[src/rtl/dmem_arb_pkg.sv]
// dmem_arb_pkg: shared definitions for the data-memory arbiter.
//   - arb_state_t and its three values IDLE, PEND, FORCE
//   - default address width, data width and starvation limit
package dmem_arb_pkg;

    // The states are plain constants so that older tools can read them too.
    typedef logic [1:0] arb_state_t;

    localparam arb_state_t IDLE  = 2'd0;  // no host request held
    localparam arb_state_t PEND  = 2'd1;  // host request held, waiting for a free cycle
    localparam arb_state_t FORCE = 2'd2;  // host served, core stalled

    localparam int unsigned AW_DEFAULT     = 8;
    localparam int unsigned DW_DEFAULT     = 8;
    localparam int unsigned STARVE_DEFAULT = 4;

    localparam int unsigned STARVE_CNT_W = 3;

endpackage

[src/rtl/dmem_arbiter.sv]
// dmem_arbiter: shares one single-port data memory between a core and a host.
// The core normally owns the memory. A host request is captured into a
// holding register and served in the first cycle the core leaves the memory
// idle. If the core keeps the memory busy for STARVE cycles in a row, the
// arbiter stalls the core for one cycle and serves the host then.
//
// Ports
//   clk, reset                  clock, synchronous active-high reset
//   core_rd_en/wr_en/addr/wdat  core access (rd+wr together counts as a write)
//   core_rdat                   core load data, straight from mem_rdat
//   core_stall                  core holds PC and request this cycle
//   host_req/we/addr/wdat       host request, sampled only while host_busy=0
//   host_busy                   request captured and not yet acknowledged
//   host_ack                    one-cycle completion pulse
//   host_rdat                   registered read data, valid with host_ack
//   mem_addr/wdat/wr_en         single-port memory command
//   mem_rdat                    combinational memory read data
module dmem_arbiter
    import dmem_arb_pkg::*;
#(
    parameter int unsigned AW     = AW_DEFAULT,
    parameter int unsigned DW     = DW_DEFAULT,
    parameter int unsigned STARVE = STARVE_DEFAULT
) (
    input  logic          clk,
    input  logic          reset,

    input  logic          core_rd_en,
    input  logic          core_wr_en,
    input  logic [AW-1:0] core_addr,
    input  logic [DW-1:0] core_wdat,
    output logic [DW-1:0] core_rdat,
    output logic          core_stall,

    input  logic          host_req,
    input  logic          host_we,
    input  logic [AW-1:0] host_addr,
    input  logic [DW-1:0] host_wdat,
    output logic          host_busy,
    output logic          host_ack,
    output logic [DW-1:0] host_rdat,

    output logic [AW-1:0] mem_addr,
    output logic [DW-1:0] mem_wdat,
    output logic          mem_wr_en,
    input  logic [DW-1:0] mem_rdat
);

    localparam logic [STARVE_CNT_W-1:0] StarveLim = STARVE_CNT_W'(STARVE);

    arb_state_t              state_q, state_d;
    logic [STARVE_CNT_W-1:0] starve_q, starve_d;

    // Held host request.
    logic                    hold_we_q, hold_we_d;
    logic [AW-1:0]           hold_addr_q, hold_addr_d;
    logic [DW-1:0]           hold_wdat_q, hold_wdat_d;

    logic                    ack_q, ack_d;
    logic [DW-1:0]           rdat_q, rdat_d;

    logic                    core_act;
    logic                    host_serve;
    logic                    mem_we_raw;

    assign core_act = core_rd_en | core_wr_en;

    always_comb begin
        state_d     = state_q;
        starve_d    = starve_q;
        hold_we_d   = hold_we_q;
        hold_addr_d = hold_addr_q;
        hold_wdat_d = hold_wdat_q;
        ack_d       = 1'b0;
        rdat_d      = rdat_q;
        host_serve  = 1'b0;

        // Idle memory keeps the held request on the bus so it stays stable.
        mem_addr    = hold_addr_q;
        mem_wdat    = hold_wdat_q;
        mem_we_raw  = 1'b0;

        case (state_q)
            IDLE: begin
                if (core_act) begin
                    mem_addr   = core_addr;
                    mem_wdat   = core_wdat;
                    mem_we_raw = core_wr_en;
                end
                if (host_req) begin
                    hold_we_d   = host_we;
                    hold_addr_d = host_addr;
                    hold_wdat_d = host_wdat;
                    state_d     = PEND;
                end
            end
            PEND: begin
                if (core_act) begin
                    mem_addr   = core_addr;
                    mem_wdat   = core_wdat;
                    mem_we_raw = core_wr_en;
                    starve_d   = starve_q + 1'b1;
                    if (starve_d == StarveLim) begin
                        state_d = FORCE;
                    end
                end else begin
                    host_serve = 1'b1;
                end
            end
            FORCE: begin
                host_serve = 1'b1;
            end
            default: begin
                state_d = IDLE;
            end
        endcase

        if (host_serve) begin
            mem_addr   = hold_addr_q;
            mem_wdat   = hold_wdat_q;
            mem_we_raw = hold_we_q;
            state_d    = IDLE;
            starve_d   = '0;
            ack_d      = 1'b1;
            if (!hold_we_q) begin
                rdat_d = mem_rdat;
            end
        end
    end

    always_ff @(posedge clk) begin
        if (reset) begin
            state_q     <= IDLE;
            starve_q    <= '0;
            hold_we_q   <= 1'b0;
            hold_addr_q <= '0;
            hold_wdat_q <= '0;
            ack_q       <= 1'b0;
            rdat_q      <= '0;
        end else begin
            state_q     <= state_d;
            starve_q    <= starve_d;
            hold_we_q   <= hold_we_d;
            hold_addr_q <= hold_addr_d;
            hold_wdat_q <= hold_wdat_d;
            ack_q       <= ack_d;
            rdat_q      <= rdat_d;
        end
    end

    // A held request discarded by reset must never reach the memory.
    assign mem_wr_en  = mem_we_raw & ~reset;

    assign core_rdat  = mem_rdat;
    assign core_stall = (state_q == FORCE);
    assign host_busy  = (state_q != IDLE);
    assign host_ack   = ack_q;
    assign host_rdat  = rdat_q;

endmodule

[config.mk]
export PLATFORM = sky130hd
export DESIGN_NAME = dmem_arbiter
export DESIGN_NICKNAME = d
export VERILOG_FILES = /design/src/rtl/dmem_arb_pkg.sv /design/src/rtl/dmem_arbiter.sv
export SDC_FILE = /design/constraint.sdc
export NUM_CORES = 1
export LEC_CHECK = 0
export BUFFER_PORTS_ARGS = -buffer_cell sky130_fd_sc_hd__buf_2
export CAP_MARGIN = 40
export CORE_MARGIN = 2
export CORE_UTILIZATION = 48
export DETAILED_ROUTE_END_ITERATION = 16
export GPL_ROUTABILITY_DRIVEN = 0
export PLACE_DENSITY = 0.92
export SLEW_MARGIN = 20
export SYNTH_ARGS = -nofsm -noshare
export SYNTH_HDL_FRONTEND = slang
export SYNTH_SLANG_ARGS = --single-unit
[constraint.sdc]
create_clock -name clk -period 3.2 [get_ports clk]
set_input_delay 0.32 -clock clk [delete_from_list [all_inputs] [get_ports clk]]
set_output_delay 0.32 -clock clk [all_outputs]
set_load 0.005 [all_outputs]
**Word level (Yosys, flattened, before mapping)**

Cells that the tools add are included.

- Output and inout port bits: 36
- Bits in registers: 31
- Bits of input ports: 46
- Logic and storage cells: 43

- Reductions and logical operators: 8
- $add $sub $neg: 1
- Mux-type cells: 16
- Equality and inequality tests: 6
- Bitwise operators: 5

Operators by type and width:

| kind | number |
|---|---|
| $mux W8 | 6 |
| $mux W2 | 3 |
| $ne A2 B2 Y1 const B | 3 |
| $pmux W2 S3 | 1 |
| $reduce_and A2 Y1 | 3 |
| $mux W1 | 5 |
| $reduce_and A4 Y1 | 1 |
| $reduce_or A2 Y1 | 2 |
| $add A3 B1 Y3 const B | 1 |
| $eq A3 B3 Y1 const B | 1 |
| $not A1 Y1 | 3 |
| $eq A2 B1 Y1 const B | 1 |
| $eq A2 B2 Y1 const B | 1 |
| $logic_not A2 Y1 | 1 |
| $pmux W1 S2 | 1 |
| $reduce_bool A2 Y1 | 1 |
| $and A1 B1 Y1 | 1 |
| $or A1 B1 Y1 | 1 |

**Longest topological paths before layout**

Gate-level depths: netlist (run 1).

- Depth in word-level cells: 5
- Gate-level depth with buffers: 7

**Worst setup path after synthesis (run 1)**

Ideal clock, no wire load.

- Kind: reg-to-output
- From: register state_q[0]
- To: output mem_addr[0]
- Slack: 1.386 ns
- Stages on the path, launching flop included: 6
- Required time: 2.880 ns
- Data arrival time: 1.494 ns
- Cells stage by stage: dfxtp_1 inv_1 ha_1 a21oi_4 buf_12 mux2_4

- Elaborated cells between the ends (all ways): 7
- Those cells by class: eq/ne: 2; mux: 3; reduce/logical: 2

RTL lines:

| element | line | RTL |
|---|---|---|
| start, declared | dmem_arbiter.sv:51 | `arb_state_t state_q, state_d;` |
| start signal, assigned | dmem_arbiter.sv:141 | `state_q <= state_d;` |
| $eq A2 B2 Y1 | -- |  |
| net core_stall | dmem_arbiter.sv:33 | `output logic core_stall,` |
| $pmux W1 S2 | dmem_arbiter.sv:83 | `case (state_q)` |
| $mux W8 | dmem_arbiter.sv:118 | `if (host_serve) begin` |
| end, declared | dmem_arbiter.sv:43 | `output logic [AW-1:0] mem_addr,` |

The timed path passes the listed nets, and every way through them passes these cells.

**Final worst setup path (run 1)**

- From: register state_q[1]
- To: output mem_wdat[1]

- Longest elaborated chain between the ends: 4
- Elaborated cells between the ends (all ways): 7
- Those cells by class: eq/ne: 2; mux: 3; reduce/logical: 2

Ends and longest elaborated chain:

| element | line | RTL |
|---|---|---|
| $eq A2 B1 Y1 or $logic_not A2 Y1 (tied branches) | dmem_arbiter.sv:83 |  |
| $reduce_or A2 Y1 (no source line) | -- |  |
| $mux W8 | -- |  |
| $mux W8 * | dmem_arbiter.sv:118 |  |
| end, declared | dmem_arbiter.sv:44 | `output logic [DW-1:0] mem_wdat,` |

Every way passes the cells marked *; elsewhere a longest branch is shown, timed or not.

==> flow_summary_export.csv, run 1 <==
group,metric,value,unit
run_status,outcome,"complete, no violations",
placement,postPlaceCellArea,1971,um2
floorplan,ios,82,
power,power,1.267,mW
power,pwr-share-clk,0.166,
floorplan,die_h,61.88,um
detailed_routing,routed-wl-met2,1.729,mm
detailed_routing,via_count,1404,
sta,timing.setup.tns,0,ps
layout,nets,300,
floorplan,core_area,3284,um2
sta,relSlewSlack,0.5647,
power,swShare,0.3531,
detailed_routing,wl_per_cell,11.80,um
sta,tightestPinTransition,651.4,ps
synth,yosysSeqAreaShare,0.3860,
placement,dp_hpwl,2.657,mm
synth,synth_top_area_frac,0.3860,
global_route,grt_usage,0.1846,
global_route,antenna_found_initial,0,
global_route,grt_pass1_vias,1212,
setup_path,cp-end-kind,"output pin",
synth,synth.area.top_cells,"dfxtp_1 (39%), mux2_4 (9.3%), nand2_1 (8.2%), mux2i_1 (6.2%), a21oi_1 (5.9%)",
power,vdd_drop_max,0.3265,mV
floorplan,dieWidth,61.88,um
layout,area_growth,25.68,%
clock_tree,cts_hold_buf,0,
setup_path,crit_start,"state_q[1]$_SDFFE_PP0P_",
clock_tree,clkTransAtPathRegs,90,ps
synth,ys_ff_latch,31,
layout,fill_cells,294,
setup_path,r2r_start,"state_q[1]$_SDFFE_PP0P_",
clock_tree,cts.sinks,31,
setup_path,cp-start-kind,"flop",
power,p_leak,1.057,nW
min_path,hold_path_class,"in -> reg",
sta,slew_violations,0,
synth,syn_nets,226,
floorplan,rows,21,
power,power_density,627.1,nW/um2
clock_tree,ctsResizeCount,0,
layout,antenna_cells,0,
synth,synthCells,173,
detailed_routing,ant_nets,0,
detailed_routing,via_per_inst,4.776,
sta,finalHoldViolations,0,
clock_tree,cts_tree,"yes",
flow_run,max_cap_viol_count,0,
clock_tree,cts_made_buffers,5,
setup_path,critPathKind,"reg -> out",
placement,port_buffers,81,
synth,yosys.area.top_type,"dfxtp_1",
setup_path,rr_worst_depth,6,
clock_tree,postCtsSetupBuffers,0,
layout,mostFrequentLayoutCell,"buf_2",
sta,rsz0062_at_grt,"no",
sta,finalCriticalPeriod,2606,ps
clock_tree,insertion_delay,330,ps
clock_tree,cts_root_buffer,"clkbuf_4",
global_route,grt_pass1_wl,5.140,mm
detailed_routing,top_layer_used,"met4",
synth,synth.yosys.warnings,0,
power,p_comb_frac,0.456,
layout,layout-drive-gt1-share,0.4355,
power,p_int,0.8197,mW
detailed_routing,initialDrtViolationCount,48,
power,switchingPower,0.4475,mW
global_route,overflow,0,
setup_path,critical_path.endpoint,"mem_wdat[1]",
sta,worst_hold_slack,213.9,ps
sta,fin_crit_sh,0.8143,
synth,synthDistinctLibCells,28,
detailed_routing,drc,0,
detailed_routing,wl_met1,1.449,mm
detailed_routing,dr.pass1.iters,4,
setup_path,rrSetupSlack,1530,ps
floorplan,die_area,3829,um2
global_route,grt_max_degree,29,
synth,avgSynthCellArea,9.294,um2
synth,syn_area,1608,um2
setup_path,cp_data_required_time,2880,ps
power,sequentialPowerShare,0.377,
sta,fin_skew,6.769,ps
clock_tree,htreeDepth,2,
layout,final_cell_mix,"buf_2 (81), nand2_1 (35), dfxtp_1 (31)",
detailed_routing,wl,3.468,mm
detailed_routing,wl_met3,219,um
setup_path,path_max_fanout,16,
layout,final_area,2021,um2
setup_path,arrival,2290,ps
sta,max_freq,0.3838,GHz
clock_tree,cts_buffer_depth,2,
floorplan,start_util,0.4895,
sta,finalSetupViolations,0,
setup_path,r2r_end,"host_rdat[3]$_SDFFE_PP0P_",
## worst max-delay path: stages, from the launching register on
cell and delay (ps):
dfxtp_1 340, inv_1 130, ha_1 290, o22ai_2 140, a21oi_4 530, mux2_2 400
buf_2 120
## cell families after synthesis
logic type	Yosys count	synth area share
AOI/OAI and AO/OA	31	0.1222
xor gates and xnor gates	3	0.01635
adders and majority gates	7	0.05447
buffers and inverters	20	0.07626
DFF	31	0.3860
muxes	26	0.1977
and+or+nand+nor	55	0.1471
## stage by stage
stage / utilization / worst slack, ps / cells
3_5_place_dp: 0.6000 / 955.7 / 286
5_1_grt: 0.6152 / 413.3 / 294
2_1_floorplan: - / 1386 / 173
4_1_cts: 0.6152 / 578.6 / 294
3_3_place_gp: 0.6000 / 1012 / 286
6_report: 0.6152 / 594.3 / 294
## metal layers
metal / track usage / vias to the layer above
li1: - / 719
met5: 0 / -
met1: 0.2005 / 625
met2: 0.3308 / 53
met4: 0.08511 / 0
met3: 0.05176 / 7
## power by group through the flow
stage | Combinational (mW) | Clock, mW | Sequential, mW
5_1_grt | 0.653 | 0.233 | 0.487
4_1_cts | 0.582 | 0.217 | 0.478
6_report | 0.578 | 0.211 | 0.478
2_1_floorplan | 0.441 | 0 | 0.479
3_5_place_dp | 0.579 | 0 | 0.486
3_3_place_gp | 0.562 | 0 | 0.483
## sequential cells by signal, summed over array words and instances (netlist names)
register / flops
hold_addr_q: 8
hold_wdat_q: 8
hold_we_q: 1
host_ack: 1
host_rdat: 8
starve_q: 3
state_q: 2
## area by class of cell
cell class,count,area (um2),area share
Multi-Input combinational cell,122,864.6,0.4279
Sequential cell,31,620.6,0.3071
Timing Repair Buffer,81,405.4,0.2006
Tap cell,46,57.56,0.02848
Clock buffer,7,45.04,0.02229
Inverter,6,22.52,0.01115
Clock inverter,1,5.005,0.002477
## worst min path at each step
stage                           startpoint                          end  slack [ps]  depth (start not counted)
3_5_place_dp   hold_wdat_q[3]$_SDFFE_PP0P_  hold_wdat_q[3]$_SDFFE_PP0P_         450                          2
4_1_cts                       host_wdat[3]  hold_wdat_q[3]$_SDFFE_PP0P_         210                          3
6_report                      host_wdat[3]  hold_wdat_q[3]$_SDFFE_PP0P_         210                          3
3_3_place_gp   hold_addr_q[2]$_SDFFE_PP0P_  hold_addr_q[2]$_SDFFE_PP0P_         440                          2
5_1_grt                       host_wdat[0]  hold_wdat_q[0]$_SDFFE_PP0P_         210                          3
2_1_floorplan  hold_addr_q[7]$_SDFFE_PP0P_  hold_addr_q[7]$_SDFFE_PP0P_         430                          2
## Yosys cell counts, drive strengths merged
cell type,n
nand2,35
dfxtp,31
a21oi,20
mux2,16
nor2,15
buf,10
mux2i,10
ha,7
inv,6
o21ai,6
clkbuf,4
nand3,2
o21a,2
xnor2,2
a211o,1
a211oi,1
nand2b,1
nor2b,1
nor3b,1
o22ai,1
xor2,1
(Power assumes the default switching activity.)
==> run 2: changes to the inputs <==
--- a/config.mk
+++ b/config.mk
@@ -8,10 +8,10 @@
 export BUFFER_PORTS_ARGS = -buffer_cell sky130_fd_sc_hd__buf_2
 export CAP_MARGIN = 40
 export CORE_MARGIN = 2
-export CORE_UTILIZATION = 48
+export CORE_UTILIZATION = 41
 export DETAILED_ROUTE_END_ITERATION = 16
 export GPL_ROUTABILITY_DRIVEN = 0
-export PLACE_DENSITY = 0.92
+export PLACE_DENSITY = 0.84
 export SLEW_MARGIN = 20
 export SYNTH_ARGS = -nofsm -noshare
 export SYNTH_HDL_FRONTEND = slang
==> constraint.sdc (replaced) <==
create_clock -name clk -period 2.22 [get_ports clk]
set_input_delay 0.222 -clock clk [delete_from_list [all_inputs] [get_ports clk]]
set_output_delay 0.222 -clock clk [all_outputs]
set_load 0.005 [all_outputs]
==> run 2 against run 1 <==
Design area up 5.0%. First-iteration DRC count down 15%. Total power up 64%. Combinational power up 57%. Critical path depth up 1. Non-clock buffer count up 1. Utilization down 4.4 points. Worst setup slack worse by 490 ps. Critical path type unchanged. Largest power group unchanged.
==> flow_summary_export.csv, run 2 (synthesis results as in run 1) <==
group,metric,value,unit
clock_tree,clkTransAtPathRegs,70,ps
detailed_routing,dr.pass1.iters,4,
floorplan,die_h,66.62,um
sta,tightestPinTransition,562.2,ps
floorplan,core_area,3716,um2
layout,antenna_cells,0,
floorplan,rows,22,
power,p_int,1.404,mW
floorplan,die_area,4438,um2
floorplan,ios,82,
clock_tree,cts_tree,"yes",
setup_path,critPathKind,"reg -> out",
power,power_density,977.7,nW/um2
flow_run,max_cap_viol_count,0,
sta,finalHoldViolations,0,
power,power,2.075,mW
setup_path,path_max_fanout,16,
detailed_routing,ant_nets,0,
sta,rsz0062_at_grt,"no",
layout,final_core_util,0.5710,
layout,mostFrequentLayoutCell,"buf_2",
sta,relSlewSlack,0.6243,
clock_tree,cts_made_buffers,5,
detailed_routing,drc,0,
power,pwr-share-clk,0.229,
setup_path,cp-end-kind,"output pin",
global_route,grt_max_degree,29,
clock_tree,cts_hold_buf,0,
layout,final_cell_mix,"buf_2 (81), nand2_1 (35), dfxtp_1 (30)",
detailed_routing,via_per_inst,4.606,
power,p_comb_frac,0.437,
power,swShare,0.3231,
sta,finalCriticalPeriod,2117,ps
sta,fin_skew,7.603,ps
sta,timing.setup.tns,0,ps
placement,dp_hpwl,2.642,mm
floorplan,start_util,0.4327,
global_route,overflow,0,
sta,slew_violations,0,
power,vdd_drop_max,0.6086,mV
power,switchingPower,0.6704,mW
detailed_routing,via_count,1368,
global_route,antenna_found_initial,0,
run_status,outcome,"complete, no violations",
setup_path,cp_data_required_time,2000,ps
clock_tree,htreeDepth,2,
power,p_leak,1.090,nW
power,sequentialPowerShare,0.334,
floorplan,dieWidth,66.62,um
sta,max_freq,0.4725,GHz
clock_tree,cts.sinks,31,
sta,fin_crit_sh,0.9534,
clock_tree,insertion_delay,280,ps
detailed_routing,wl,3.393,mm
clock_tree,cts_buffer_depth,2,
layout,layout-drive-gt1-share,0.4618,
layout,nets,301,
global_route,grt_pass1_vias,1212,
layout,area_growth,31.98,%
detailed_routing,wl_per_cell,11.42,um
min_path,hold_path_class,"in -> reg",
setup_path,arrival,1890,ps
placement,port_buffers,81,
setup_path,cp-start-kind,"flop",
sta,finalSetupViolations,0,
global_route,grt_pass1_wl,5.361,mm
global_route,grt_usage,0.1605,
clock_tree,cts_root_buffer,"clkbuf_8",
detailed_routing,initialDrtViolationCount,41,
[run 2: changes by cell type in the layout (fill, tap and decap cells not counted), moves of 2 or more]
| cell | delta |
|---|---|
| ha_1 | -3 |
| clkbuf_4 | -5 |
| ha_4 | +2 |
| clkbuf_8 | +7 |
[run 2: layout make-up]
class / instances / area [um2]
fillers: 338 / 1594
multi-input cells: 122 / 892.1
flip-flops and latches: 31 / 621.8
repair buffers: 82 / 425.4
clock buffers: 8 / 100.1
well taps: 48 / 60.06
inverters: 6 / 22.52
[run 2: worst paths after layout]
check                                                  from                           to  slack [ps]  cells after the start
worst max-delay path                state_q[0]$_SDFFE_PP0P_                  mem_wdat[2]         100                      7
worst min-delay path                           host_addr[6]  hold_addr_q[6]$_SDFFE_PP0P_         180                      3
worst max register to register      state_q[1]$_SDFFE_PP0P_    host_rdat[4]$_SDFFE_PP0P_         660                      6
worst min register to register  hold_wdat_q[1]$_SDFFE_PP0P_  hold_wdat_q[1]$_SDFFE_PP0P_         450                      2
[run 2: stage by stage]
step | instance area [um2] | cells | setup WS [ps] | hold WS [ps]
floorplan | 1608 | 173 | 504.0 | 358.0
global placement | 1993 | 289 | 414.0 | 442.0
detailed placement | 1993 | 289 | 319.7 | 445.1
CTS | 2093 | 297 | 3.537 | 169.4
global route | 2122 | 297 | 7.268 | 162.5
finish | 2122 | 297 | 103.5 | 181.9
[run 2: layer usage]
metal	routed length, um	track usage
met5	0	0
met4	31	0.07653
met3	227	0.04730
met2	1721	0.2763
met1	1413	0.1801
[run 2: critical path, cell delays in order (launching register included)]
cell,delay [ps]
dfxtp_2,350
inv_1,150
ha_4,200
o22ai_2,100
a21oi_4,150
buf_12,180
mux2_2,350
buf_2,130
[run 2: repair_timing]
action | in CTS | in global routing
setup endpoints to repair | 0 | 17
buffers inserted | 0 | 0
gates resized for setup | 0 | 7
[run 2: power groups by stage]
| stage | clock (mW) | sequential, mW | combinational, mW |
|---|---|---|---|
| floorplan | 0 | 0.690 | 0.635 |
| global placement | 0 | 0.696 | 0.852 |
| detailed placement | 0 | 0.701 | 0.875 |
| CTS | 0.493 | 0.688 | 0.878 |
| global route | 0.524 | 0.707 | 0.996 |
| finish | 0.475 | 0.693 | 0.907 |
==> run 3: changes to the inputs <==
--- a/config.mk
+++ b/config.mk
@@ -8,10 +8,10 @@
 export BUFFER_PORTS_ARGS = -buffer_cell sky130_fd_sc_hd__buf_2
 export CAP_MARGIN = 40
 export CORE_MARGIN = 2
-export CORE_UTILIZATION = 41
+export CORE_UTILIZATION = 48
 export DETAILED_ROUTE_END_ITERATION = 16
 export GPL_ROUTABILITY_DRIVEN = 0
-export PLACE_DENSITY = 0.84
+export PLACE_DENSITY = 0.92
 export SLEW_MARGIN = 20
 export SYNTH_ARGS = -nofsm -noshare
 export SYNTH_HDL_FRONTEND = slang
==> constraint.sdc (replaced) <==
create_clock -name clk -period 2.7 [get_ports clk]
set_input_delay 0.27 -clock clk [delete_from_list [all_inputs] [get_ports clk]]
set_output_delay 0.27 -clock clk [all_outputs]
set_load 0.005 [all_outputs]
==> run 3 against run 2 <==
Sequential power fell by 18%. Clock skew rose by 0.72 ps. Via count rose by 2.6%. Global-route usage rose by 1.9 points. First-iteration DRC count rose by 27%. Total power fell by 27%. Routed wire length rose by 2.5%. Combinational power fell by 24%. Hold slack got worse by 19 ps. Design area fell by 4.4%. Worst setup slack improved by 220 ps. Critical path type unchanged. Largest power group unchanged.
==> flow_summary_export.csv, run 3 (synthesis results as in run 1) <==
group,metric,value,unit
layout,layout-drive-gt1-share,0.4378,
clock_tree,htreeDepth,2,
layout,fill_cells,278,
clock_tree,cts_made_buffers,5,
sta,max_freq,0.4201,GHz
layout,final_core_util,0.6175,
global_route,grt_pass1_vias,1159,
sta,relSlewSlack,0.6132,
setup_path,cp-end-kind,"output pin",
setup_path,rr_worst_depth,6,
clock_tree,clkTransAtPathRegs,90,ps
sta,finalSetupViolations,0,
placement,postPlaceCellArea,1978,um2
min_path,hold_path_class,"in -> reg",
detailed_routing,wl,3.478,mm
floorplan,core_area,3284,um2
clock_tree,cts.sinks,31,
placement,dp_hpwl,2.657,mm
sta,tightestPinTransition,578.8,ps
flow_run,max_cap_viol_count,0,
layout,final-seq-area,620.6,um2
setup_path,cp_data_required_time,2430,ps
layout,nets,301,
global_route,grt_usage,0.1799,
setup_path,crit_buf_inv,3,
setup_path,cp-start-kind,"flop",
power,power_density,744.5,nW/um2
run_status,outcome,"complete, no violations",
sta,timing.setup.tns,0,ps
floorplan,ios,82,
detailed_routing,via_per_inst,4.759,
clock_tree,postCtsSetupBuffers,0,
detailed_routing,initialDrtViolationCount,52,
sta,fin_crit_sh,0.8817,
setup_path,cp_top_family,"buffers and inverters",
floorplan,start_util,0.4895,
clock_tree,cts_tree,"yes",
layout,final_cell_mix,"buf_2 (81), nand2_1 (35), dfxtp_1 (31)",
placement,port_buffers,81,
setup_path,path_max_fanout,16,
detailed_routing,ant_nets,0,
floorplan,dieWidth,61.88,um
power,power,1.510,mW
power,vdd_drop_max,0.2784,mV
power,p_leak,1.062,nW
clock_tree,ctsResizeCount,0,
layout,area_growth,26.15,%
clock_tree,cts_root_buffer,"clkbuf_4",
detailed_routing,dr.pass1.iters,4,
setup_path,max_stage_delay,370,ps
sta,finalCriticalPeriod,2381,ps
global_route,grt_pass1_wl,4.961,mm
detailed_routing,wl_per_cell,11.79,um
global_route,grt_max_degree,29,
sta,rsz0062_at_grt,"no",
setup_path,crit_slowest_cell,"mux2_2",
sta,worst_hold_slack,162.9,ps
floorplan,die_area,3829,um2
detailed_routing,drc,0,
clock_tree,cts_hold_buf,0,
clock_tree,insertion_delay,330,ps
floorplan,die_h,61.88,um
layout,final_area,2028,um2
layout,mostFrequentLayoutCell,"buf_2",
global_route,overflow,0,
setup_path,worstSetupPathDepth,7,
global_route,antenna_found_initial,0,
min_path,hold_depth,3,
floorplan,rows,21,
setup_path,cp_cell_sequence,"inv_1, ha_1, o22ai_2, a21oi_4, buf_4, mux2_2, buf_2",
layout,antenna_cells,0,
setup_path,arrival,2110,ps
layout,multi_input_area,864.6,um2
sta,fin_skew,8.327,ps
detailed_routing,via_count,1404,
sta,slew_violations,0,
sta,finalHoldViolations,0,
setup_path,critPathKind,"reg -> out",
clock_tree,cts_buffer_depth,2,
-- run 3: cell types whose count changed in the layout (fill, tap and decap cells not counted) --
cell      change
dfxtp_2       -1
inv_1         +1
ha_2          -1
clkinv_2      +1
ha_4          -2
buf_4         +1
inv_2         -1
clkbuf_1      +1
clkbuf_4      +5
dfxtp_1       +1
clkbuf_8      -7
buf_12        -1
ha_1          +3
-- run 3: power breakdown --
group          switching [mW]  internal [mW]  total [mW]
Clock                   0.151          0.101       0.253
Sequential             0.0410          0.525       0.566
Combinational           0.340          0.352       0.691
Total                   0.532          0.978        1.51
-- run 3: stage by stage --
stage,std cells,setup slack [ps]
3_3_place_gp,287,758.7
4_1_cts,295,299.3
6_report,295,319.5
2_1_floorplan,173,936.0
5_1_grt,295,155.1
3_5_place_dp,287,675.4
-- run 3: area by class of cell --
cell class,count,area share
clock buffers,7,0.02221
multi-input cells,122,0.4263
flip-flops and latches,31,0.3060
repair buffers,82,0.2036
well taps,46,0.02838
clock inverters,1,0.002468
inverters,6,0.01110
-- run 3: per-layer routing --
layer / GRT usage / wire (um) / up-vias
met3: 0.05383 / 209 / 7
met4: 0.08511 / 62 / 0
li1: - / - / 720
met2: 0.3233 / 1824 / 47
met1: 0.1916 / 1382 / 630
met5: 0 / 0 / -
-- run 3: worst paths after layout --
| path | startpoint | to | slack (ps) |
|---|---|---|---|
| worst min-delay path | host_wdat[3] | hold_wdat_q[3]$_SDFFE_PP0P_ | 160 |
| worst min register to register | hold_wdat_q[3]$_SDFFE_PP0P_ | hold_wdat_q[3]$_SDFFE_PP0P_ | 460 |
| worst max register to register | state_q[1]$_SDFFE_PP0P_ | host_rdat[0]$_SDFFE_PP0P_ | 1040 |
| worst max-delay path | state_q[1]$_SDFFE_PP0P_ | mem_wdat[2] | 320 |
-- run 3: tightest hold or removal path, stage by stage --
cell     delay [ps]
buf_2            90
nand2_1          40
a21oi_1          50
